`src/rtl/snn_pkg.sv`:
```
// Constants and types shared by the SNN layer datapath and the inter-layer spike link.
package snn_pkg;

    localparam int unsigned IO_WIDTH       = 16;
    localparam int unsigned LINK_AW        = 4;
    localparam int unsigned LINK_GAP_WIDTH = 4;

    typedef logic [IO_WIDTH-1:0] spike_w_t;

endpackage

```
`src/rtl/spike_link_if.sv`:
```
// Spike link configuration, upstream word input and paced downstream output/status bundle.
interface spike_link_if #(
    parameter int unsigned IO_WIDTH  = snn_pkg::IO_WIDTH,
    parameter int unsigned AW        = snn_pkg::LINK_AW,
    parameter int unsigned GAP_WIDTH = snn_pkg::LINK_GAP_WIDTH
);

    logic [GAP_WIDTH-1:0] GAP;
    logic                 CLR_OVF;
    logic                 IN_VALID;
    logic [IO_WIDTH-1:0]  IN_SPIKE;
    logic                 OUT_VALID;
    logic [IO_WIDTH-1:0]  OUT_SPIKE;
    logic [AW:0]          LEVEL;
    logic                 FULL;
    logic                 EMPTY;
    logic                 OVF;

    modport master (
        output GAP, CLR_OVF, IN_VALID, IN_SPIKE,
        input  OUT_VALID, OUT_SPIKE, LEVEL, FULL, EMPTY, OVF
    );

    modport slave (
        input  GAP, CLR_OVF, IN_VALID, IN_SPIKE,
        output OUT_VALID, OUT_SPIKE, LEVEL, FULL, EMPTY, OVF
    );

endinterface

```
`src/rtl/spike_link_mem.sv`:
```
// 2^AW x IO_WIDTH register file, one write port and one registered read port.
module spike_link_mem #(
    parameter int unsigned IO_WIDTH = snn_pkg::IO_WIDTH,
    parameter int unsigned AW       = snn_pkg::LINK_AW
) (
    input  logic                CLK,
    input  logic                RSTB,
    input  logic                we,
    input  logic [AW-1:0]       waddr,
    input  logic [IO_WIDTH-1:0] wdata,
    input  logic                re,
    input  logic [AW-1:0]       raddr,
    output logic [IO_WIDTH-1:0] rdata
);

    localparam int unsigned DEPTH = 1 << AW;

    logic [IO_WIDTH-1:0] mem_q [DEPTH];
    logic [IO_WIDTH-1:0] rdata_q;

    always_ff @(posedge CLK) begin
        if (we) begin
            mem_q[waddr] <= wdata;
        end
    end

    // Read sees the pre-write contents when raddr == waddr on the same edge.
    always_ff @(posedge CLK or negedge RSTB) begin
        if (!RSTB) begin
            rdata_q <= '0;
        end else if (re) begin
            rdata_q <= mem_q[raddr];
        end
    end

    assign rdata = rdata_q;

endmodule

```
`src/rtl/spike_link.sv`:
```
// Elastic FIFO between two layers: accepts words without backpressure, re-issues them paced.
module spike_link #(
    parameter int unsigned IO_WIDTH  = snn_pkg::IO_WIDTH,
    parameter int unsigned AW        = snn_pkg::LINK_AW,
    parameter int unsigned GAP_WIDTH = snn_pkg::LINK_GAP_WIDTH
) (
    input  logic     CLK,
    input  logic     RSTB,
    spike_link_if.slave bus
);

    localparam int unsigned DEPTH = 1 << AW;

    logic [AW-1:0]        wp_q, rp_q;
    logic [AW:0]          level_q, level_d;
    logic [GAP_WIDTH-1:0] gap_q, gap_d;
    logic                 ovf_q, ovf_d;
    logic                 valid_q;
    logic                 full, empty, push, pop, drop;
    logic [IO_WIDTH-1:0]  rdata;

    assign full  = (level_q == (AW+1)'(DEPTH));
    assign empty = (level_q == '0);
    assign pop   = !empty && (gap_q == '0);
    // A pop on the same edge frees a slot, so a word arriving at full is still taken.
    assign push  = bus.IN_VALID && (!full || pop);
    assign drop  = bus.IN_VALID && full && !pop;

    always_comb begin
        level_d = level_q;
        if (push && !pop) begin
            level_d = level_q + (AW+1)'(1);
        end else if (pop && !push) begin
            level_d = level_q - (AW+1)'(1);
        end

        gap_d = gap_q;
        if (pop) begin
            gap_d = bus.GAP;
        end else if (gap_q != '0) begin
            gap_d = gap_q - GAP_WIDTH'(1);
        end

        ovf_d = ovf_q;
        if (drop) begin
            ovf_d = 1'b1;
        end else if (bus.CLR_OVF) begin
            ovf_d = 1'b0;
        end
    end

    always_ff @(posedge CLK or negedge RSTB) begin
        if (!RSTB) begin
            wp_q    <= '0;
            rp_q    <= '0;
            level_q <= '0;
            gap_q   <= '0;
            ovf_q   <= 1'b0;
            valid_q <= 1'b0;
        end else begin
            if (push) begin
                wp_q <= wp_q + AW'(1);
            end
            if (pop) begin
                rp_q <= rp_q + AW'(1);
            end
            level_q <= level_d;
            gap_q   <= gap_d;
            ovf_q   <= ovf_d;
            valid_q <= pop;
        end
    end

    // The memory read register doubles as the held OUT_SPIKE register.
    spike_link_mem #(
        .IO_WIDTH (IO_WIDTH),
        .AW       (AW)
    ) u_mem (
        .CLK   (CLK),
        .RSTB  (RSTB),
        .we    (push),
        .waddr (wp_q),
        .wdata (bus.IN_SPIKE),
        .re    (pop),
        .raddr (rp_q),
        .rdata (rdata)
    );

    assign bus.OUT_VALID = valid_q;
    assign bus.OUT_SPIKE = rdata;
    assign bus.LEVEL     = level_q;
    assign bus.FULL      = full;
    assign bus.EMPTY     = empty;
    assign bus.OVF       = ovf_q;

endmodule

```
`src/flat_wrapper.sv`:
```
// flat-port wrapper written by rule: the top's interface ports become plain ports
module spike_link_flat 
#(
    parameter int unsigned IO_WIDTH  = snn_pkg::IO_WIDTH,
    parameter int unsigned AW        = snn_pkg::LINK_AW,
    parameter int unsigned GAP_WIDTH = snn_pkg::LINK_GAP_WIDTH
)
  (CLK, RSTB, bus_GAP, bus_CLR_OVF, bus_IN_VALID, bus_IN_SPIKE, bus_OUT_VALID, bus_OUT_SPIKE, bus_LEVEL, bus_FULL, bus_EMPTY, bus_OVF);
  spike_link_if #(.IO_WIDTH(IO_WIDTH), .AW(AW), .GAP_WIDTH(GAP_WIDTH)) bus_i ();
  input  logic CLK;
  input  logic RSTB;
  input wire logic [$bits(bus_i.GAP)-1:0] bus_GAP;
  input wire logic [$bits(bus_i.CLR_OVF)-1:0] bus_CLR_OVF;
  input wire logic [$bits(bus_i.IN_VALID)-1:0] bus_IN_VALID;
  input wire logic [$bits(bus_i.IN_SPIKE)-1:0] bus_IN_SPIKE;
  output wire logic [$bits(bus_i.OUT_VALID)-1:0] bus_OUT_VALID;
  output wire logic [$bits(bus_i.OUT_SPIKE)-1:0] bus_OUT_SPIKE;
  output wire logic [$bits(bus_i.LEVEL)-1:0] bus_LEVEL;
  output wire logic [$bits(bus_i.FULL)-1:0] bus_FULL;
  output wire logic [$bits(bus_i.EMPTY)-1:0] bus_EMPTY;
  output wire logic [$bits(bus_i.OVF)-1:0] bus_OVF;
  assign bus_i.GAP = bus_GAP;
  assign bus_i.CLR_OVF = bus_CLR_OVF;
  assign bus_i.IN_VALID = bus_IN_VALID;
  assign bus_i.IN_SPIKE = bus_IN_SPIKE;
  assign bus_OUT_VALID = bus_i.OUT_VALID;
  assign bus_OUT_SPIKE = bus_i.OUT_SPIKE;
  assign bus_LEVEL = bus_i.LEVEL;
  assign bus_FULL = bus_i.FULL;
  assign bus_EMPTY = bus_i.EMPTY;
  assign bus_OVF = bus_i.OVF;
  spike_link #(.IO_WIDTH(IO_WIDTH), .AW(AW), .GAP_WIDTH(GAP_WIDTH)) u_core (.CLK(CLK), .RSTB(RSTB), .bus(bus_i));
endmodule
```
`config.mk`:
```
export PLATFORM = sky130hd
export DESIGN_NAME = spike_link_flat
export DESIGN_NICKNAME = d
export VERILOG_FILES = /design/src/rtl/snn_pkg.sv /design/src/rtl/spike_link_if.sv /design/src/rtl/spike_link_mem.sv /design/src/rtl/spike_link.sv /design/src/flat_wrapper.sv
export SDC_FILE = /design/constraint.sdc
export NUM_CORES = 1
export LEC_CHECK = 0
export CORE_MARGIN = 8
export CORE_UTILIZATION = 30
export DETAILED_ROUTE_END_ITERATION = 10
export GPL_TIMING_DRIVEN = 0
export PLACE_DENSITY = 0.51
export SLEW_MARGIN = 0
export SYNTH_ARGS = -nofsm -noshare
export SYNTH_HDL_FRONTEND = slang
export SYNTH_SLANG_ARGS = --single-unit
```
`constraint.sdc`:
```
create_clock -name CLK -period 4.2 [get_ports CLK]
set_clock_uncertainty 0.15 [all_clocks]
set_input_delay 0.63 -clock CLK [delete_from_list [all_inputs] [get_ports CLK]]
set_output_delay 0.63 -clock CLK [all_outputs]
set_load 0.005 [all_outputs]
```
# ---- Yosys cells after proc, flatten, opt, wreduce, memory -nomap -nowiden
# Memory sizes are Yosys's and may differ from the RTL's. A register that Yosys moved wholly into a read port is not among the register bits.
# Cells that the tools add are included.
dict set report classes {
  n_div 0
  n_reduce_logical 18
  n_mux 8
  n_bitwise 0
  magnitude_cmp 0
  addsub 5
  mul 0
  eq_ne 1
  shift 0
}
# operator n
set ops {}
lappend ops {{5-bit two-way mux} 2}
lappend ops {{4-bit by 1-bit adder with 4-bit output, second input constant} 2}
lappend ops {{4-bit two-way mux} 2}
lappend ops {{1-bit logical AND} 6}
lappend ops {{2-bit nonzero test} 3}
lappend ops {{5-bit by 1-bit adder with 5-bit output, second input constant} 1}
lappend ops {{5-bit == test, second input constant} 1}
lappend ops {{1-bit logical NOT} 5}
lappend ops {{5-bit logical NOT} 1}
lappend ops {{5-bit by 1-bit subtractor with 5-bit output, second input constant} 1}
lappend ops {{4-bit logical NOT} 1}
lappend ops {{1-bit two-way mux} 4}
lappend ops {{4-bit nonzero test} 1}
lappend ops {{4-bit by 1-bit subtractor with 4-bit output, second input constant} 1}
lappend ops {{1-bit logical OR} 1}
dict set report totals {
  wordCells 39
  mem_count 1
  latch_bits 0
  output_inout_bits 25
  rom_bits 0
  ram_bits 256
  register_bits 19
  input_bits 24
}
# name depth word_bits read_ports rd_clocked_by_memory_dff write_ports line
set mem_list {}
lappend mem_list {u_core.u_mem.mem_q 16 16 1 1 1 spike_link_mem.sv:18} ;# logic [IO_WIDTH-1:0] mem_q [DEPTH];

# ---- Longest topological paths before layout
dict set report logic_depth {
  depth_word 9
  mapped_depth 14
  ltp_nobuf 12
}

# ---- Hierarchy
# A second synthesis with hierarchy kept.
dict set report unflattened {
  cells_unflattened 555
  area_unflattened_um2 11566.1
}
# mod cells_each n_inst seq_area_each_um2 area_per_inst_um2
set by_module_without_submodules {}
lappend by_module_without_submodules {spike_link_mem 452 1 8087.8 10458.8}
lappend by_module_without_submodules {spike_link 103 1 475.5 1107.3}

# ---- Least setup slack after synthesis
# No wires, ideal clock.
dict set report synth_timing {
  path_kind {register to register}
  start {reg u_core.gap_q[0]}
  end {reg u_core.level_q[4], in the netlist u_core.bus.LEVEL[4]}
  setup_slack_ps 935
  required_ps 3970
  arrival_ps 3035
  setup_time_ps 80
  period_less_slack_ps 3265
  path_buffers 2
  path_stages_with_launch 15
  cell_sequence {dfrtp_1 > inv_1 > ha_1 > or3b_1 > a21oi_1 > buf_2 > buf_1 > inv_1 > ha_1 > inv_1 > ha_1 > a21o_1 > a21oi_1 > mux2i_1 > xnor2_1}
}
dict set report synth_between {
  elab_chain_cells 7
  word_cells_on_any_way 10
  classes_between {mux: 1; reduce/logical: 9}
}
# element line
set synth_lines {}
lappend synth_lines {{start: declaration} spike_link.sv:16} ;# logic [GAP_WIDTH-1:0] gap_q, gap_d;
lappend synth_lines {{start signal: assignment} spike_link.sv:68} ;# gap_q <= gap_d;
lappend synth_lines {{4-bit logical NOT *} spike_link.sv:24} ;# assign pop = !empty && (gap_q == '0);
lappend synth_lines {{1-bit logical AND *} spike_link.sv:24}
lappend synth_lines {{named net u_core.pop} spike_link.sv:19} ;# logic full, empty, push, pop, drop;
lappend synth_lines {{1-bit logical OR} spike_link.sv:26} ;# assign push = bus.IN_VALID && (!full || pop);
lappend synth_lines {{1-bit logical AND} spike_link.sv:26}
lappend synth_lines {{1-bit logical NOT} spike_link.sv:33} ;# end else if (pop && !push) begin
lappend synth_lines {{1-bit logical AND} spike_link.sv:33}
lappend synth_lines {{2-bit nonzero test (no source line)} --}
lappend synth_lines {{end signal: assignment} spike_link.sv:67} ;# level_q <= level_d;
lappend synth_lines {{end: declaration} spike_link.sv:15} ;# logic [AW:0] level_q, level_d;
# The timed path passes the listed nets; every way through them passes the cells marked *.
# A chain may end at the register's enable or synchronous reset.

# ---- Final worst setup path
dict set report layout_timing {
  start {reg u_core.gap_q[0]}
  end {reg u_core.level_q[4], in the netlist u_core.bus.LEVEL[4]}
}
dict set report layout_between {
  elab_chain_cells 7
  word_cells_on_any_way 10
  classes_between {mux: 1; reduce/logical: 9}
}
# element line
set layout_lines {}
lappend layout_lines {{4-bit logical NOT *} spike_link.sv:24}
lappend layout_lines {{1-bit logical AND *} spike_link.sv:24}
lappend layout_lines {{1-bit logical OR} spike_link.sv:26}
lappend layout_lines {{1-bit logical AND} spike_link.sv:26}
lappend layout_lines {{1-bit logical NOT} spike_link.sv:33}
lappend layout_lines {{1-bit logical AND} spike_link.sv:33}
lappend layout_lines {{2-bit nonzero test (no source line)} --}
# Mark *: on every way between the ends. The rest lies on a longest branch, timed or not.

==> impl.org <==
** Route
- The routed design has 25430 µm of wire.
- In this run, the number of DRC markers left after iteration 0 of detailed routing was around 440.
- Dividing the detail-routed via count by the number of cells gives approximately 4.8.
- Routed via count :: 5527
- The first detailed-routing pass ran for 5 iterations.
- Average detailed-routed wire length per instance :: roughly 22 µm
- In the routed design, unresolved DRC markers number 0.
- The detail route stage leaves a number of antenna-violating nets equal to 0.

** STA
- Headroom to the max-slew limit came out at 31.03%.
- Setup violations remaining at the end of the flow were counted as 0.
- The smallest clock period supported by the final layout is computed as around 3500 ps.
- Final-report max-slew violation count :: 0
- The worst path uses 83.88% of the clock period.
- Slew of the pin with the lowest slew margin :: between 1000 and 1500 ps
- Setup repair after global routing left no endpoint under its margin.
- Fin. Hold Viols :: 0
- After routing, the total negative slack on setup checks comes to 0 ps.
- Derived from the worst setup path, the maximum achievable clock frequency is around 0.28 GHz.

** Power
- Across the VDD grid, the largest voltage drop is between 0.0003 and 0.0004 V.
- Power spread over the standard cell area amounts to roughly 680 nW/µm².
- For this design the static power due to leakage is ~0.0043 µW.

** Clock network
- The clock reaches the later pin of the worst-skew pair after roughly 560 ps.
- Buffer type at the clock tree root :: sky130_fd_sc_hd__clkbuf_16
- CTS Buf Count :: 30
- For this design, the CTS-stage hold fixing added 0 buffers.
- CTS Buffer Depth :: 3
- After clock tree synthesis, the clock-pin slew on the worst setup and hold paths is around 60 ps.
- CTS sink count :: 291
- Post-CTS Setup Repair Bufs :: 0
- TritonCTS built the clock tree.
- Resized Gates After CTS :: 0
- H-tree Lvls :: 1

** GRT
- Wire length of the first global-routing pass :: ~39000 µm
- The total overflow left after global routing is 0.
- Global routing consumed, over all layers together, 11.72% of the routing resources.
- Maximum number of pins on one net before global-route repair :: 36
- The number of global-route vias before repair was approximately 6000.
- The number of antenna violations at the first check in global routing is 0.

** Cells and area
- Cell area after layout :: 13540 µm²
- Area delta synth->final :: 19.67%
- Share of post-route cells with drive strength above 1 :: 23.77%
- The number of antenna diodes in the final layout is 0.
- Final Instance Count excl. Fillers :: approximately 1200
- Counting the fill cells in the layout gives ~3500.
- For this run, the post-layout net count is around 660.

** Die
- 49 I/O pins were placed.
- # rows :: about 70
- Initial core utilization :: 30.25%
- The die covers 44180 µm².
- The die is between 200 and 250 µm tall.
- Horizontal die dimension :: about 210 µm
- Placeable core region :: between 30000 and 40000 µm²

** Synthesis
- Post-synthesis sequential element count :: approximately 290
- For this run, the number of Yosys warnings is 0.
- For this run, the leading register cell type out of synthesis is sky130_fd_sc_hd__edfxtp_1.
- By area the synthesized netlist is led by sky130_fd_sc_hd__edfxtp_1, sky130_fd_sc_hd__mux4_2, sky130_fd_sc_hd__dfrtp_1.
- The mapped netlist covers between 10000 and 15000 µm².
- Yosys mapped a number of flops with a built-in enable equal to around 260.
- Proportion of synthesized chip area in sequential cells :: 75.70%
- After technology mapping, the gate count stands at 545.
- Counting distinct cell types in the post-synthesis netlist gives 42.
- Syn avg cell area :: roughly 21 µm²
- Library cell occupying the most area in the post-synthesis netlist :: sky130_fd_sc_hd__edfxtp_1
- Async set-reset flop share out of synthesis :: between 10% and 20%
- Summed over its instances, the top area cell type makes up 67.96% of the synthesized netlist area.
- Total nets after synthesis :: approximately 580

** Setup path
- Of all nets on the critical path, the largest fanout is 19.
- Worst EP required :: around 4500 ps
- The worst setup path is launched from a flop.
- CP arrival :: 3860 ps
- Kind of capture point of the worst setup path :: flop
- In this run the register-to-register setup slack is between 600 and 700 ps.
- Class of the most critical setup path :: reg -> reg

** Outcome
- Status :: complete, no violations

** Placement
- After legalization and detailed placement, the total HPWL measured roughly 17000 µm.
- The count of buffers added on input and output ports is 48.
- Area after DPL :: between 10000 and 15000 µm²
- At the end of routability-driven placement, the weighted congestion stood at 0.8128.
- Post-Place Cells :: between 1000 and 1500

** Min path
- Path class of the lowest-slack min-delay path :: in -> async

** Job
- Across the run, the number of max-cap violations was 0.
==> state kept, by name, summed over array words and instances, names as in the netlist <==
name                  flops
u_core.u_mem.rdata       16
u_core.wp_q               4
u_core.bus.LEVEL          5
u_core.bus.OVF            1
u_core.gap_q              4
u_core.bus.OUT_VALID      1
u_core.u_mem.mem_q      256
u_core.rp_q               4
==> cells in the mapped netlist, types with 2 or more instances <==
cell and count:
sky130_fd_sc_hd__mux4_2 64, sky130_fd_sc_hd__inv_1 13, sky130_fd_sc_hd__dfrtp_1 35, sky130_fd_sc_hd__buf_1 4
sky130_fd_sc_hd__mux2_2 18, sky130_fd_sc_hd__nand3_1 2, sky130_fd_sc_hd__xnor2_1 9, sky130_fd_sc_hd__o22ai_1 32
sky130_fd_sc_hd__nand2_1 6, sky130_fd_sc_hd__clkbuf_1 10, sky130_fd_sc_hd__mux2i_1 2, sky130_fd_sc_hd__a21oi_1 19
sky130_fd_sc_hd__nor3_1 3, sky130_fd_sc_hd__and2_1 12, sky130_fd_sc_hd__o31ai_1 2, sky130_fd_sc_hd__nand4_1 2
sky130_fd_sc_hd__buf_4 4, sky130_fd_sc_hd__ha_1 11, sky130_fd_sc_hd__buf_2 8, sky130_fd_sc_hd__edfxtp_1 256
sky130_fd_sc_hd__nor2_1 7, sky130_fd_sc_hd__o21ai_0 5, sky130_fd_sc_hd__xor2_1 2
==> cell usage in the layout (no fill, tap or decap), drive strengths merged, types with 6 or more instances in the layout <==
master         synthesis  layout
and2                  12      12
edfxtp               256     256
clkbuf                10      56
a21oi                 19      19
buf                   17      21
dfrtp                 35      35
clkdlybuf4s50          0      47
inv                   13      13
xnor2                  9       9
nand2                  6       6
mux4                  64      64
nor2                   7       7
o22ai                 32      32
clkinv                 0       6
mux2                  18      18
ha                    11      11
==> cell type report <==
class	count	area (µm²)	share of cell area (%)
plain buffers	26	130.1	0.9613
clock buffers	46	870.8	6.433
clock inverters	10	172.7	1.276
inverters	13	48.80	0.3605
multi-input cells	214	2576	19.03
flip-flops and latches	291	8563	63.26
well taps	511	639.4	4.723
repair buffers	52	535.5	3.956
==> path summary, 6_finish.rpt <==
path,from,end,cells after the start
setup / recovery,u_core.gap_q[0]$_DFFE_PN0P_,u_core.bus.LEVEL[4]$_DFFE_PN0P_,13
hold reg to reg,u_core.bus.OVF$_DFFE_PN0P_,u_core.bus.OVF$_DFFE_PN0P_,1
setup reg to reg,u_core.gap_q[0]$_DFFE_PN0P_,u_core.bus.LEVEL[4]$_DFFE_PN0P_,13
min in group CLK,u_core.bus.OVF$_DFFE_PN0P_,u_core.bus.OVF$_DFFE_PN0P_,1
hold / removal,RSTB,u_core.bus.LEVEL[2]$_DFFE_PN0P_,1
max in group asynchronous,RSTB,u_core.wp_q[0]$_DFFE_PN0P_,1
==> report_power, final <==
part           internal [µW]  leakage [µW]  switching (µW)
Sequential              3600       0.00272             242
Clock                   1670      0.000507            1070
Combinational           1280       0.00111            1340
==> critical path, stage by stage (launching register included) <==
cell	delay [ps]
sky130_fd_sc_hd__dfrtp_1	430
sky130_fd_sc_hd__inv_1	110
sky130_fd_sc_hd__ha_1	220
sky130_fd_sc_hd__or3b_1	450
sky130_fd_sc_hd__a21oi_1	210
sky130_fd_sc_hd__buf_2	410
sky130_fd_sc_hd__inv_1	100
sky130_fd_sc_hd__ha_1	220
sky130_fd_sc_hd__inv_1	140
sky130_fd_sc_hd__ha_1	290
sky130_fd_sc_hd__a21o_1	200
sky130_fd_sc_hd__a21oi_1	170
sky130_fd_sc_hd__mux2i_1	230
sky130_fd_sc_hd__xnor2_1	130
==> per-layer routing <==
layer	GRT usage, %	wire length [µm]	vias up
met4	2.746	502	0
met3	2.213	1198	40
li1	-	-	2418
met1	16.20	11680	2915
met5	0	0	-
met2	18.99	12050	154
==> per-stage QoR <==
step,hold WS [ps],util [%],total power [µW],setup WS (ps)
floorplan,184.4,-,5525,935.5
global placement,328.4,33.24,6444,371.8
detailed placement,361.9,33.41,6569,275.6
CTS,32.55,36.20,9338,239.6
global route,79.22,36.19,9678,375.2
finish,30.24,36.19,9202,677.3
==> logic make-up (layout without fill, tap and decap cells) <==
| group | after synthesis | after routing | share of synthesized area (%) |
|---|---|---|---|
| xor+xnor | 11 | 11 | 0.8517 |
| simple gates | 42 | 42 | 2.223 |
| compound gates | 65 | 65 | 3.506 |
| fa+ha+maj | 12 | 12 | 1.394 |
| mux | 84 | 84 | 14.71 |
| buf+inv | 40 | 147 | 1.615 |
| flops | 291 | 291 | 75.70 |
Note: power is estimated with default switching activity, not from simulation.
